## src/rtl/bean_pkg.sv

```systemverilog
// rtl/bean_pkg.sv - shared fetch-stage constants and types
package bean_pkg;

    localparam logic [31:0] NOP_INSTR = 32'h0000_0013;

    typedef enum logic [1:0] {
        IDLE = 2'd0,
        WAIT = 2'd1,
        DROP = 2'd2
    } fetch_state_t;

    typedef struct packed {
        logic [31:0] pc;
        logic [31:0] instr;
    } fetch_entry_t;

endpackage

```

## src/rtl/fetch_fifo.sv

```systemverilog
// rtl/fetch_fifo.sv - in-order queue of {pc, instr} entries with synchronous clear
module fetch_fifo
    import bean_pkg::*;
#(
    parameter int DEPTH = 4
) (
    input  logic                     clk,
    input  logic                     reset,
    input  logic                     i_clear,
    input  logic                     i_push,
    input  logic                     i_pop,
    input  fetch_entry_t             i_wdata,
    output fetch_entry_t             o_rdata,
    output logic                     o_full,
    output logic                     o_empty,
    output logic [$clog2(DEPTH):0]   o_count
);

    localparam int PW = $clog2(DEPTH);
    localparam int CW = PW + 1;

    fetch_entry_t   r_mem [0:DEPTH-1];
    logic [PW-1:0]  r_head;
    logic [PW-1:0]  r_tail;
    logic [CW-1:0]  r_count;

    // Entry storage: written at the tail on push; data needs no reset
    always_ff @(posedge clk) begin
        if (i_push) begin
            r_mem[r_tail] <= i_wdata;
        end
    end

    // Pointer and occupancy bookkeeping; DEPTH is a power of two so pointers wrap naturally
    always_ff @(posedge clk) begin
        if (reset || i_clear) begin
            r_head  <= '0;
            r_tail  <= '0;
            r_count <= '0;
        end else begin
            if (i_push) begin
                r_tail <= r_tail + PW'(1);
            end
            if (i_pop) begin
                r_head <= r_head + PW'(1);
            end
            if (i_push && !i_pop) begin
                r_count <= r_count + CW'(1);
            end else if (!i_push && i_pop) begin
                r_count <= r_count - CW'(1);
            end
        end
    end

    // A push at full is only legal alongside a pop; anything else means the request logic overran us
    always_ff @(posedge clk) begin
        if (!reset && !i_clear) begin
            a_no_overflow: assert (!(i_push && !i_pop && r_count == CW'(DEPTH)));
        end
    end

    assign o_rdata = r_mem[r_head];
    assign o_full  = (r_count == CW'(DEPTH));
    assign o_empty = (r_count == '0);
    assign o_count = r_count;

endmodule

```

## src/rtl/fetch_buffer.sv

```systemverilog
// rtl/fetch_buffer.sv - instruction fetch stage with request FSM and in-order instruction queue
module fetch_buffer
    import bean_pkg::*;
#(
    parameter int          DEPTH    = 4,
    parameter logic [31:0] RESET_PC = 32'h0000_0000,
    parameter logic [31:0] NOP      = NOP_INSTR
) (
    input  logic        clk,
    input  logic        reset,
    output logic        imem_req,
    output logic [31:0] imem_adrs,
    input  logic        imem_rvalid,
    input  logic [31:0] imem_rd,
    input  logic        stall_F,
    input  logic        flush_F,
    input  logic [31:0] pc_redirect,
    output logic [31:0] Instr,
    output logic [31:0] pc,
    output logic        instr_valid
);

    localparam int CW = $clog2(DEPTH) + 1;

    fetch_state_t  r_state;
    logic [31:0]   r_fetch_pc;
    logic [31:0]   r_last_pc;

    logic          w_pop;
    logic          w_push;
    logic          w_req;
    logic          w_b2b;
    logic          w_full;
    logic          w_empty;
    logic [CW-1:0] w_count;
    logic [CW-1:0] w_count_less_pop;
    fetch_entry_t  w_head;
    fetch_entry_t  w_wdata;

    assign w_pop            = !w_empty && !stall_F && !flush_F;
    assign w_push           = (r_state == WAIT) && imem_rvalid && !flush_F;
    // w_pop implies non-empty, so this never underflows
    assign w_count_less_pop = w_count - CW'(w_pop);
    assign w_wdata          = '{pc: r_fetch_pc, instr: imem_rd};

    fetch_fifo #(
        .DEPTH (DEPTH)
    ) u_fifo (
        .clk     (clk),
        .reset   (reset),
        .i_clear (flush_F),
        .i_push  (w_push),
        .i_pop   (w_pop),
        .i_wdata (w_wdata),
        .o_rdata (w_head),
        .o_full  (w_full),
        .o_empty (w_empty),
        .o_count (w_count)
    );

    // Request decode: a new request only when its response is guaranteed a free slot
    always_comb begin
        w_req = 1'b0;
        w_b2b = 1'b0;
        if (!reset && !flush_F) begin
            case (r_state)
                IDLE: w_req = !w_full || w_pop;
                WAIT: begin
                    w_b2b = imem_rvalid && (w_count_less_pop < CW'(DEPTH - 1));
                    w_req = w_b2b;
                end
                default: w_req = 1'b0;
            endcase
        end
    end

    assign imem_req  = w_req;
    assign imem_adrs = w_b2b ? (r_fetch_pc + 32'd4) : r_fetch_pc;

    // Fetch FSM, next fetch address and the PC shown while the queue is empty
    always_ff @(posedge clk) begin
        if (reset) begin
            r_state    <= IDLE;
            r_fetch_pc <= RESET_PC;
            r_last_pc  <= RESET_PC;
        end else if (flush_F) begin
            r_fetch_pc <= pc_redirect & ~32'd3;
            // An outstanding request turns stale; if its response lands now it is the one
            // being waited for, so DROP would never see another and we go straight to IDLE
            if (r_state != IDLE) begin
                r_state <= imem_rvalid ? IDLE : DROP;
            end
        end else begin
            if (w_pop) begin
                r_last_pc <= w_head.pc + 32'd4;
            end
            if (w_push) begin
                r_fetch_pc <= r_fetch_pc + 32'd4;
            end
            case (r_state)
                IDLE: if (w_req) r_state <= WAIT;
                WAIT: if (imem_rvalid && !w_req) r_state <= IDLE;
                DROP: if (imem_rvalid) r_state <= IDLE;
                default: r_state <= IDLE;
            endcase
        end
    end

    assign instr_valid = !w_empty;
    assign Instr       = w_empty ? NOP : w_head.instr;
    assign pc          = w_empty ? r_last_pc : w_head.pc;

endmodule

```

## config.mk

```make
export PLATFORM = sky130hd
export DESIGN_NAME = fetch_buffer
export DESIGN_NICKNAME = d
export VERILOG_FILES = /design/src/rtl/bean_pkg.sv /design/src/rtl/fetch_fifo.sv /design/src/rtl/fetch_buffer.sv
export SDC_FILE = /design/constraint.sdc
export NUM_CORES = 1
export LEC_CHECK = 0
export CORE_ASPECT_RATIO = 0.7
export CORE_MARGIN = 2
export CORE_UTILIZATION = 44
export DETAILED_ROUTE_END_ITERATION = 8
export HOLD_SLACK_MARGIN = 0.08
export MAX_ROUTING_LAYER = met4
export PLACE_DENSITY = 0.65
export SKIP_CTS_REPAIR_TIMING = 1
export SLEW_MARGIN = 40
export SYNTH_ARGS = -nofsm -noshare
export SYNTH_HDL_FRONTEND = slang
export SYNTH_HIERARCHICAL = 1
export SYNTH_SLANG_ARGS = --single-unit
```

## constraint.sdc

```tcl
create_clock -name clk -period 6.03 [get_ports clk]
set_input_delay 0.9045 -clock clk [delete_from_list [all_inputs] [get_ports clk]]
set_output_delay 0.9045 -clock clk [all_outputs]
set_load 0.02 [all_outputs]
```

==> results of run 1 <==
cell usage in the layout, fill, tap and decap left out, types with 10 or more instances in the layout:
cell type | netlist | final
or3_1 | 21 | 21
edfxtp_1 | 256 | 256
clkdlybuf4s50_1 | 0 | 162
nand2_1 | 47 | 47
nor4_1 | 10 | 10
dfxtp_1 | 73 | 71
or4_1 | 16 | 16
clkbuf_16 | 0 | 37
a211oi_1 | 17 | 17
mux4_2 | 60 | 60
nand4_1 | 25 | 25
o21ai_0 | 37 | 37
and4_1 | 10 | 10
nor2_1 | 41 | 41
o31ai_1 | 10 | 10
nand3_1 | 40 | 40
nor2b_1 | 30 | 30
xnor2_1 | 37 | 37
xor2_1 | 20 | 20
buf_4 | 2 | 15
a21oi_1 | 19 | 19
inv_1 | 15 | 15
and3_1 | 14 | 14
a31oi_1 | 18 | 18
conb_1 | 1 | 10
mux2_2 | 28 | 28
state kept, by name (all words and copies together), names as in the netlist, named ones only:
| name | flops |
|---|---|
| u_fifo/r_mem | 256 |
| r_last_pc | 32 |
| r_fetch_pc | 30 |
| u_fifo/o_count | 3 |
| r_state | 2 |
| u_fifo/r_head | 2 |
| u_fifo/r_tail | 2 |
metrics by stage:
step	hold slack [ns]	util (%)	setup WS [ns]
floorplan	0.433	-	1.63
global placement	0.439	50.9	0.830
detailed placement	0.447	51.1	0.835
CTS	0.456	54.7	0.821
global route	0.484	54.8	0.703
finish	0.461	54.8	0.866
final cells by class:
cell class,instances,area (sq um),share of cell area (%)
clock buffer,46,990,5.58
clock inverter,16,204,1.15
inverter,18,67.6,0.381
multi-input combinational,594,4970,28.0
sequential,329,9160,51.6
tap,427,534,3.01
timing repair buffer,182,1830,10.3
Yosys cell counts (2+ instances only):
master	n	share of area (%)
a2111oi_0	2	0.12
a311oi_1	9	0.54
xnor2_1	37	2.2
o221ai_1	2	0.12
or3_1	21	0.90
dfxtp_1	73	10
o311a_1	2	0.14
or4_1	16	0.83
edfxtp_1	256	53
nor2_1	41	1.1
mux4_2	60	9.3
a311o_1	3	0.21
a31oi_1	18	0.78
nor4_2	2	0.17
mux4_1	4	0.72
buf_4	2	0.10
clkinv_1	3	0.078
nand3_1	40	1.4
and4_1	10	0.60
inv_1	15	0.39
xor2_1	20	1.2
nor3_1	8	0.28
o21ai_0	37	1.3
nor4_1	10	0.43
clkbuf_1	43	1.1
and2_1	13	0.56
nand2_1	47	1.2
buf_6	2	0.16
and3_1	14	0.60
buf_2	13	0.45
nor2b_1	30	1.3
a21oi_1	19	0.65
a32oi_1	2	0.12
nand4_1	25	1.1
o31ai_1	10	0.52
o211ai_1	4	0.21
a211oi_1	17	0.88
buf_12	6	0.83
ha_1	9	0.78
mux2i_1	3	0.21
mux2_2	28	2.2
or2_2	5	0.22
worst register-to-register path, stage by stage (launching register included):
cell and delay [ns]:
dfxtp_4 0.75, buf_4 0.37, mux4_2 0.34, nand4_1 0.17, or4_1 0.82, or4_1 0.60
a31oi_1 0.17
worst paths after layout:
kind / startpoint / endpoint / slack, ns / cells past startpoint
max: flush_F / imem_adrs[29] / 0.87 / 10
min: r_last_pc[0] / r_last_pc[0] / 0.46 / 2
max reg2reg: flop / r_last_pc[28] / 2.75 / 6
min reg2reg: r_last_pc[0] / r_last_pc[0] / 0.46 / 2
cells by family (layout without fill, tap and decap cells):
logic type / after synthesis / count (layout)
xor gates and xnor gates: 57 / 57
and+or+nand+nor: 289 / 289
adders and majority gates: 10 / 10
muxes: 95 / 95
other: 1 / 10
DFF: 329 / 329
buffers and inverters: 86 / 262
AOI/OAI and AO/OA: 133 / 133
routing by layer:
| metal | global-route usage [%] | routed length (um) | vias to the layer above |
|---|---|---|---|
| met5 | - | 0 | - |
| met4 | 4.67 | 474 | 0 |
| met3 | 3.26 | 2200 | 41 |
| met2 | 30.3 | 15500 | 351 |
| met1 | 30.4 | 16500 | 4681 |
| li1 | - | - | 4244 |
power by group through the flow:
stage	sequential [mW]	combinational [mW]	clock, mW
global placement	2.57	0.309	0
detailed placement	2.57	0.313	0
global route	2.52	0.335	2.34
finish	2.52	0.313	2.21
floorplan	2.55	0.167	0
CTS	2.52	0.315	2.25
==> out/metrics.cfg, run 1 <==
[outcome]
status=finished clean

[finish]
fill_cells=2652
final_cells=1612
nets=1238
area_growth_pct=22.2
drive_above_1_share_pct=14.9
n_antenna_cell=0
postLayoutCellArea_sq_um=17800

[synth]
synth_mux_area_share_pct=12.4
synth_area_sq_um=14500
yosys.area_share.simple_pct=11.0
synth_top_family_by_area=multiplexers
yosysUniqueCellTypes=61
yosysWarnings=6
synth-xor-area-share_pct=3.44
synth_compound_area_share_pct=6.07
synth_seq_area_share_pct=63.0
ys.flop_type=edfxtp_1
yosys.area_share.adder_pct=0.913
ys_async_sr_fraction_pct=0
syn_inst=1000
ys_ff_latch=329
synth_enable_flop_cells=256
syn_area_per_cell_sq_um=14.5

[worst_setup_path]
critPathRequiredTime_ns=5.13
cp_top_family=simple AND/OR/NAND/NOR gates
crit_path_end_kind=output pin
path_class=input port to output pin
cp_cell_sequence=clkdlybuf4s50_1, or3_1, clkinv_1, ha_1, ha_1, xnor2_1, nand4_1, nor4_1, xor2_1, clkdlybuf4s50_1
cp_data_arrival_time_ns=4.26
slowest_delay_ns=0.63
critPathBufInv=3
critPathMaxFanout=9
start_kind=input port
slowest_stage=clkdlybuf4s50_1

[flow_run]
maxCapViolations=0

[clock_network]
clockBufferDepth=3
clock_latency_ns=0.51
htree_levels=2
clk_pin_slew_ns=0.07
numCtsBuffers=34
root_buffer=clkbuf_16
cts_tree=built
clock-sinks=329

[placement]
placement.io_buffers=162
dp_hpwl_um=22200
gp_congestion=0.843
placed_cell_area_sq_um=16500
dpl.cell_count=1550

[power_and_ir_drop]
p_clk_share_pct=43.8
finalPower_mw=5.04
cellPowerDensity_nw_per_um2=284
p_leak_nw=5.68
ir_worst_vdd_mv=0.154
p_seq_share_pct=50.0
swShare_pct=20.9
p_sw_mw=1.05
p_comb_share_pct=6.2
p_int_mw=3.99

[die]
io_pins=167
dieArea_sq_um=34500
core_area_sq_um=32400
start_util_pct=44.8
die_w_um=221
die_h_um=156
rows=55

[route]
drt_pre_antenna_iters=7
drc=0
num_vias=9317
drtIter0Drc=824
antenna_left=0
routedWlPerCell_um=21.5
viasPerCell=5.78
wl_um=34700

[sta]
setup_viol=0
finalMaxSlewViolations=0
fin_worst_skew_ns=0.0159
setup_tns_ns=0
fmax_mhz=194
tightestPinTransition_ns=0.675
min_period_over_period_pct=85.6
rsz0062_at_grt=false
fin_crit_ns=5.16
slew_headroom_pct=54.6
finalHoldViolCount=0

[grt]
overflow=0
grt_pass1_wl_um=53400
grt_max_degree=70
grt_pass1_vias=8961
grt_use_total_pct=20.7
antenna_found_initial=0

[hold_path]
hp-class=flop to flop

Note: power is estimated with default switching activity, not from simulation.
==> inputs of run 2 (changes only) <==
--- a/config.mk
+++ b/config.mk
@@ -5,7 +5,6 @@
 export SDC_FILE = /design/constraint.sdc
 export NUM_CORES = 1
 export LEC_CHECK = 0
-export CORE_ASPECT_RATIO = 0.7
 export CORE_MARGIN = 2
 export CORE_UTILIZATION = 44
 export DETAILED_ROUTE_END_ITERATION = 8
==> run 2 against run 1 <==
Non-clock buffer count decreased by 3. Worst hold slack worse by 0.0091 ns. Global-route usage shrank 1.1 points. Register-to-register slack better by 0.08 ns. Combinational power shrank 2%. Design area is essentially flat. Worst setup slack improved by 0.13 ns. Clock skew rose by 0.0065 ns. Final cell count is 0.93% higher. Critical endpoint is now imem_adrs[25]. Critical path depth stayed put.
==> out/metrics.cfg, run 2 (same netlist as run 1, synthesis figures left out) <==
[finish]
largest_register_ffs=256
area_growth_pct=22.2
largest_register=u_fifo/r_mem
drive_above_1_share_pct=14.5
final_cell_mix=256 x edfxtp_1, 162 x clkdlybuf4s50_1, 71 x dfxtp_1
nets=1236
fill_cells=2673
mostFrequentLayoutCell=edfxtp_1
largestRegisters=u_fifo/r_mem x256, r_last_pc x32, r_fetch_pc x30

[grt]
antenna_found_initial=1
grt_pass1_vias=9099
grt_use_total_pct=19.5
overflow=0
grt_pass1_wl_um=50500
grt_max_degree=64

[worst_setup_path]
cp_data_arrival_time_ns=4.13
critPathMaxFanout=23
timing.rr.start=r_state[0]
r2r_end=u_fifo/r_mem[0][21]
crit_path_end_kind=output pin
worstRegToRegCells=4
rrSetupSlack_ns=2.83
start_kind=input port
critPathRequiredTime_ns=5.13
path_class=input port to output pin

[placement]
place_ws_ns=0.984
dp_hpwl_um=20900
placement.io_buffers=162
gp_congestion=0.842

[sta]
setup_tns_ns=0
whs_ns=0.452
fin_worst_skew_ns=0.0224
finalMaxSlewViolations=0
slew_headroom_pct=43.9
fin_crit_ns=5.04
fmax_mhz=199
final.setup.worst_slack_ns=0.993
rsz0062_at_grt=false
finalHoldViolCount=0
min_period_over_period_pct=83.5
tightestPinTransition_ns=0.838
setup_viol=0

[clock_network]
clock_latency_ns=0.52
htree_levels=2
clock-sinks=329
root_buffer=clkbuf_16
cts_tree=built
clk_pin_slew_ns=0.05
clockBufferDepth=3
numCtsBuffers=35

[hold_path]
hold-path-cell-count=2
hold_start=r_last_pc[0]
hold-path-endpoint=r_last_pc[0]
hp-class=flop to flop

[outcome]
status=finished clean

[power_and_ir_drop]
ir_worst_vdd_mv=0.181
p_leak_nw=5.66
cellPowerDensity_nw_per_um2=283

[route]
wl_um=32400
routedWlPerCell_um=19.9
drt_pre_antenna_iters=5
drc=0
viasPerCell=5.58
antenna_left=0
drtIter0Drc=534
num_vias=9079

[die]
die_w_um=186
die_h_um=186
core_area_sq_um=32500
rows=66
io_pins=167
start_util_pct=44.6
dieArea_sq_um=34500

[flow_run]
maxCapViolations=0

[run 2: cell count changes in the layout (fill, tap and decap cells not counted), sizes merged, moves of 2 or more]
cell / previous run / this run
inv: 15 / 17
clkbuf: 46 / 50
clkinv: 14 / 10
buf: 20 / 17
[run 2: worst max-delay path by stage]
stage,endpoint,startpoint,slack (ns),cells past startpoint
finish,imem_adrs[25],flush_F,0.99,10
global route,imem_adrs[5],flush_F,0.71,10
CTS,imem_adrs[26],flush_F,0.98,10
detailed placement,imem_adrs[26],flush_F,0.98,10
global placement,imem_adrs[26],flush_F,1.0,10
floorplan,imem_adrs[14],flush_F,1.63,10
[run 2: routing by layer]
metal / global-route usage [%] / routed length, um / vias up
li1: - / - / 4239
met1: 25.3 / 14300 / 4508
met2: 31.4 / 15300 / 270
met3: 3.89 / 2020 / 62
met4: 5.73 / 824 / 0
met5: - / 0 / -
[run 2: worst max-delay path, stage by stage]
cell and delay [ns]:
clkdlybuf4s50_1 0.48, or3_1 0.13, clkinv_1 0.09, ha_1 0.21
ha_1 0.19, xnor2_1 0.28, and4_1 0.77, nand4_1 0.20
xnor2_1 0.23, clkdlybuf4s50_1 0.64
[run 2: cell type report]
type / instances / area, sq um / area share [%]
Antenna cell: 1 / 2.50 / 0.0141
Clock inverter: 14 / 188 / 1.06
Multi-Input combinational cell: 594 / 4970 / 28.0
Clock buffer: 50 / 1000 / 5.66
Inverter: 18 / 67.6 / 0.381
Sequential cell: 329 / 9160 / 51.6
Timing Repair Buffer: 179 / 1810 / 10.2
Tap cell: 442 / 553 / 3.12
[run 2: stage by stage]
step	total power [mW]	utilization, %	cell area, sq um	instances
5_1_grt	5.18	54.6	17800	1626
2_1_floorplan	2.71	-	14600	1009
6_report	5.02	54.6	17800	1627
3_3_place_gp	2.87	50.7	16500	1560
4_1_cts	5.08	54.5	17700	1625
3_5_place_dp	2.87	50.8	16500	1561
[run 2: power by group]
part           total, mW  switching [mW]  internal [mW]
logic              0.306           0.154          0.152
clock network       2.20           0.855           1.34
registers           2.52          0.0489           2.47
total               5.02            1.06           3.97
==> inputs of run 3 (changes only) <==
--- a/config.mk
+++ b/config.mk
@@ -10,7 +10,7 @@
 export DETAILED_ROUTE_END_ITERATION = 8
 export HOLD_SLACK_MARGIN = 0.08
 export MAX_ROUTING_LAYER = met4
-export PLACE_DENSITY = 0.65
+export PLACE_DENSITY = 0.68
 export SKIP_CTS_REPAIR_TIMING = 1
 export SLEW_MARGIN = 40
 export SYNTH_ARGS = -nofsm -noshare
==> constraint.sdc (replaced) <==
create_clock -name clk -period 4.1 [get_ports clk]
set_input_delay 0.615 -clock clk [delete_from_list [all_inputs] [get_ports clk]]
set_output_delay 0.615 -clock clk [all_outputs]
set_load 0.02 [all_outputs]
==> run 3 against run 2 <==
Design area is 1.3% higher. Clock skew is 0.0049 ns lower. Global-route usage is 0.32 points higher. Total power is 50% higher. Critical path depth is 1 higher. Combinational power is 52% higher. Die area stayed put. Final cell count is 1.2% higher. Highest routed layer unchanged.
==> out/metrics.cfg, run 3 (same netlist as run 1, synthesis figures left out) <==
[outcome]
status=finished clean

[sta]
tightestPinTransition_ns=0.632
setup_tns_ns=0
finalMaxSlewViolations=0
finalHoldViolCount=0
final.setup.worst_slack_ns=0.275
setup_viol=0
slew_headroom_pct=57.9
fin_worst_skew_ns=0.0175
fin_crit_ns=3.83
fmax_mhz=261
rsz0062_at_grt=false
min_period_over_period_pct=93.3

[finish]
drive_above_1_share_pct=16.2
final_cell_mix=256 x edfxtp_1, 132 x clkdlybuf4s50_1, 71 x dfxtp_1
mostFrequentLayoutCell=edfxtp_1
final_util_pct=55.3
nets=1259
largestRegisters=u_fifo/r_mem x256, r_last_pc x32, r_fetch_pc x30
n_antenna_cell=0
final_cells=1647
area_growth_pct=23.8
fill_cells=2644
largest_register=u_fifo/r_mem
largest_register_ffs=256

[clock_network]
root_buffer=clkbuf_16
clk_pin_slew_ns=0.06
clockBufferDepth=3
clock-sinks=329
clock_latency_ns=0.53
cts_tree=built
numCtsBuffers=36
htree_levels=2

[grt]
grt_max_degree=70
grt_use_total_pct=19.9
antenna_found_initial=0
grt_pass1_wl_um=51300
grt_pass1_vias=9147
overflow=0

[hold_path]
hp-class=flop to flop
hold-path-endpoint=r_last_pc[1]
hold_start=r_last_pc[1]
hold-path-cell-count=2

[worst_setup_path]
rrSetupSlack_ns=1.08
cp_data_arrival_time_ns=3.21
start_kind=flop
critPathRequiredTime_ns=3.48
path_class=flop to output pin
critPathMaxFanout=5
crit_path_end_kind=output pin
r2r_end=r_last_pc[30]
worstRegToRegCells=6

[route]
num_vias=9220
drtIter0Drc=615
routedWlPerCell_um=20.0
wl_um=32900
drt_pre_antenna_iters=4
antenna_left=0
drc=0
viasPerCell=5.60

[power_and_ir_drop]
ir_worst_vdd_mv=0.211
p_leak_nw=6.21
finalPower_mw=7.52
cellPowerDensity_nw_per_um2=418

[placement]
dpl.cell_count=1584
gp_congestion=0.884
dp_hpwl_um=21200
place_ws_ns=0.0132
placement.io_buffers=162

[die]
rows=66
core_area_sq_um=32500
die_h_um=186
io_pins=167
dieArea_sq_um=34500
start_util_pct=44.6
die_w_um=186

[flow_run]
maxCapViolations=0

[run 3: cell count changes in the layout (fill, tap and decap cells not counted), sizes merged]
cell	before	now
diode	1	0
clkdlybuf4s50	162	132
clkinvlp	1	0
inv	17	18
bufinv	4	6
dlymetal6s2s	0	30
buf	17	39
clkbuf	50	47
[run 3: power by group]
part,internal (mW),switching (mW),leakage [nW]
Clock,2.06,1.29,0.602
Sequential,3.64,0.0602,2.92
Combinational,0.225,0.240,2.68
[run 3: per-stage QoR]
| stage | hold WS [ns] | instance area [sq um] |
|---|---|---|
| detailed placement | 0.447 | 16700 |
| CTS | 0.454 | 17900 |
| global placement | 0.437 | 16700 |
| global route | 0.488 | 18000 |
| finish | 0.453 | 18000 |
| floorplan | 0.433 | 14600 |
[run 3: critical path: stages (launching register included)]
cell             delay (ns)
dfxtp_1                0.37
nor3_2                 0.27
or3_1                  0.17
clkinv_1               0.09
ha_1                   0.20
ha_1                   0.19
xnor2_1                0.26
nand4_1                0.14
buf_4                  0.18
buf_4                  0.15
nand2_1                0.06
clkdlybuf4s50_1        0.60
[run 3: cell type report]
class	instances	area, sq um	area share (%)
clock inverters	16	265	1.48
clock buffers	47	972	5.41
flip-flops and latches	329	9150	50.9
multi-input cells	594	4960	27.6
well taps	442	553	3.08
inverters	18	67.6	0.376
repair buffers	201	2010	11.2
[run 3: how the worst max path moves through the flow]
stage / slack [ns] / endpoint / start
final: 0.27 / imem_req / u_fifo/o_count[1]
after global routing: 0.002 / imem_adrs[15] / u_fifo/o_count[1]
after CTS: -0.11 / imem_adrs[15] / u_fifo/o_count[1]
after detailed placement: 0.01 / imem_adrs[15] / flush_F
after global placement: 0.02 / imem_adrs[15] / flush_F
after floorplan: 0.26 / imem_adrs[14] / u_fifo/o_count[1]
[run 3: routing by layer]
layer / vias to the layer above / GRT usage [%] / wire [um] / part of all wire, %
li1: 4270 / - / - / -
met1: 4542 / 26.1 / 14300 / 44
met2: 328 / 30.8 / 15300 / 46
met3: 80 / 4.07 / 2230 / 6.8
met4: 0 / 7.09 / 1080 / 3.3
met5: - / - / 0 / 0
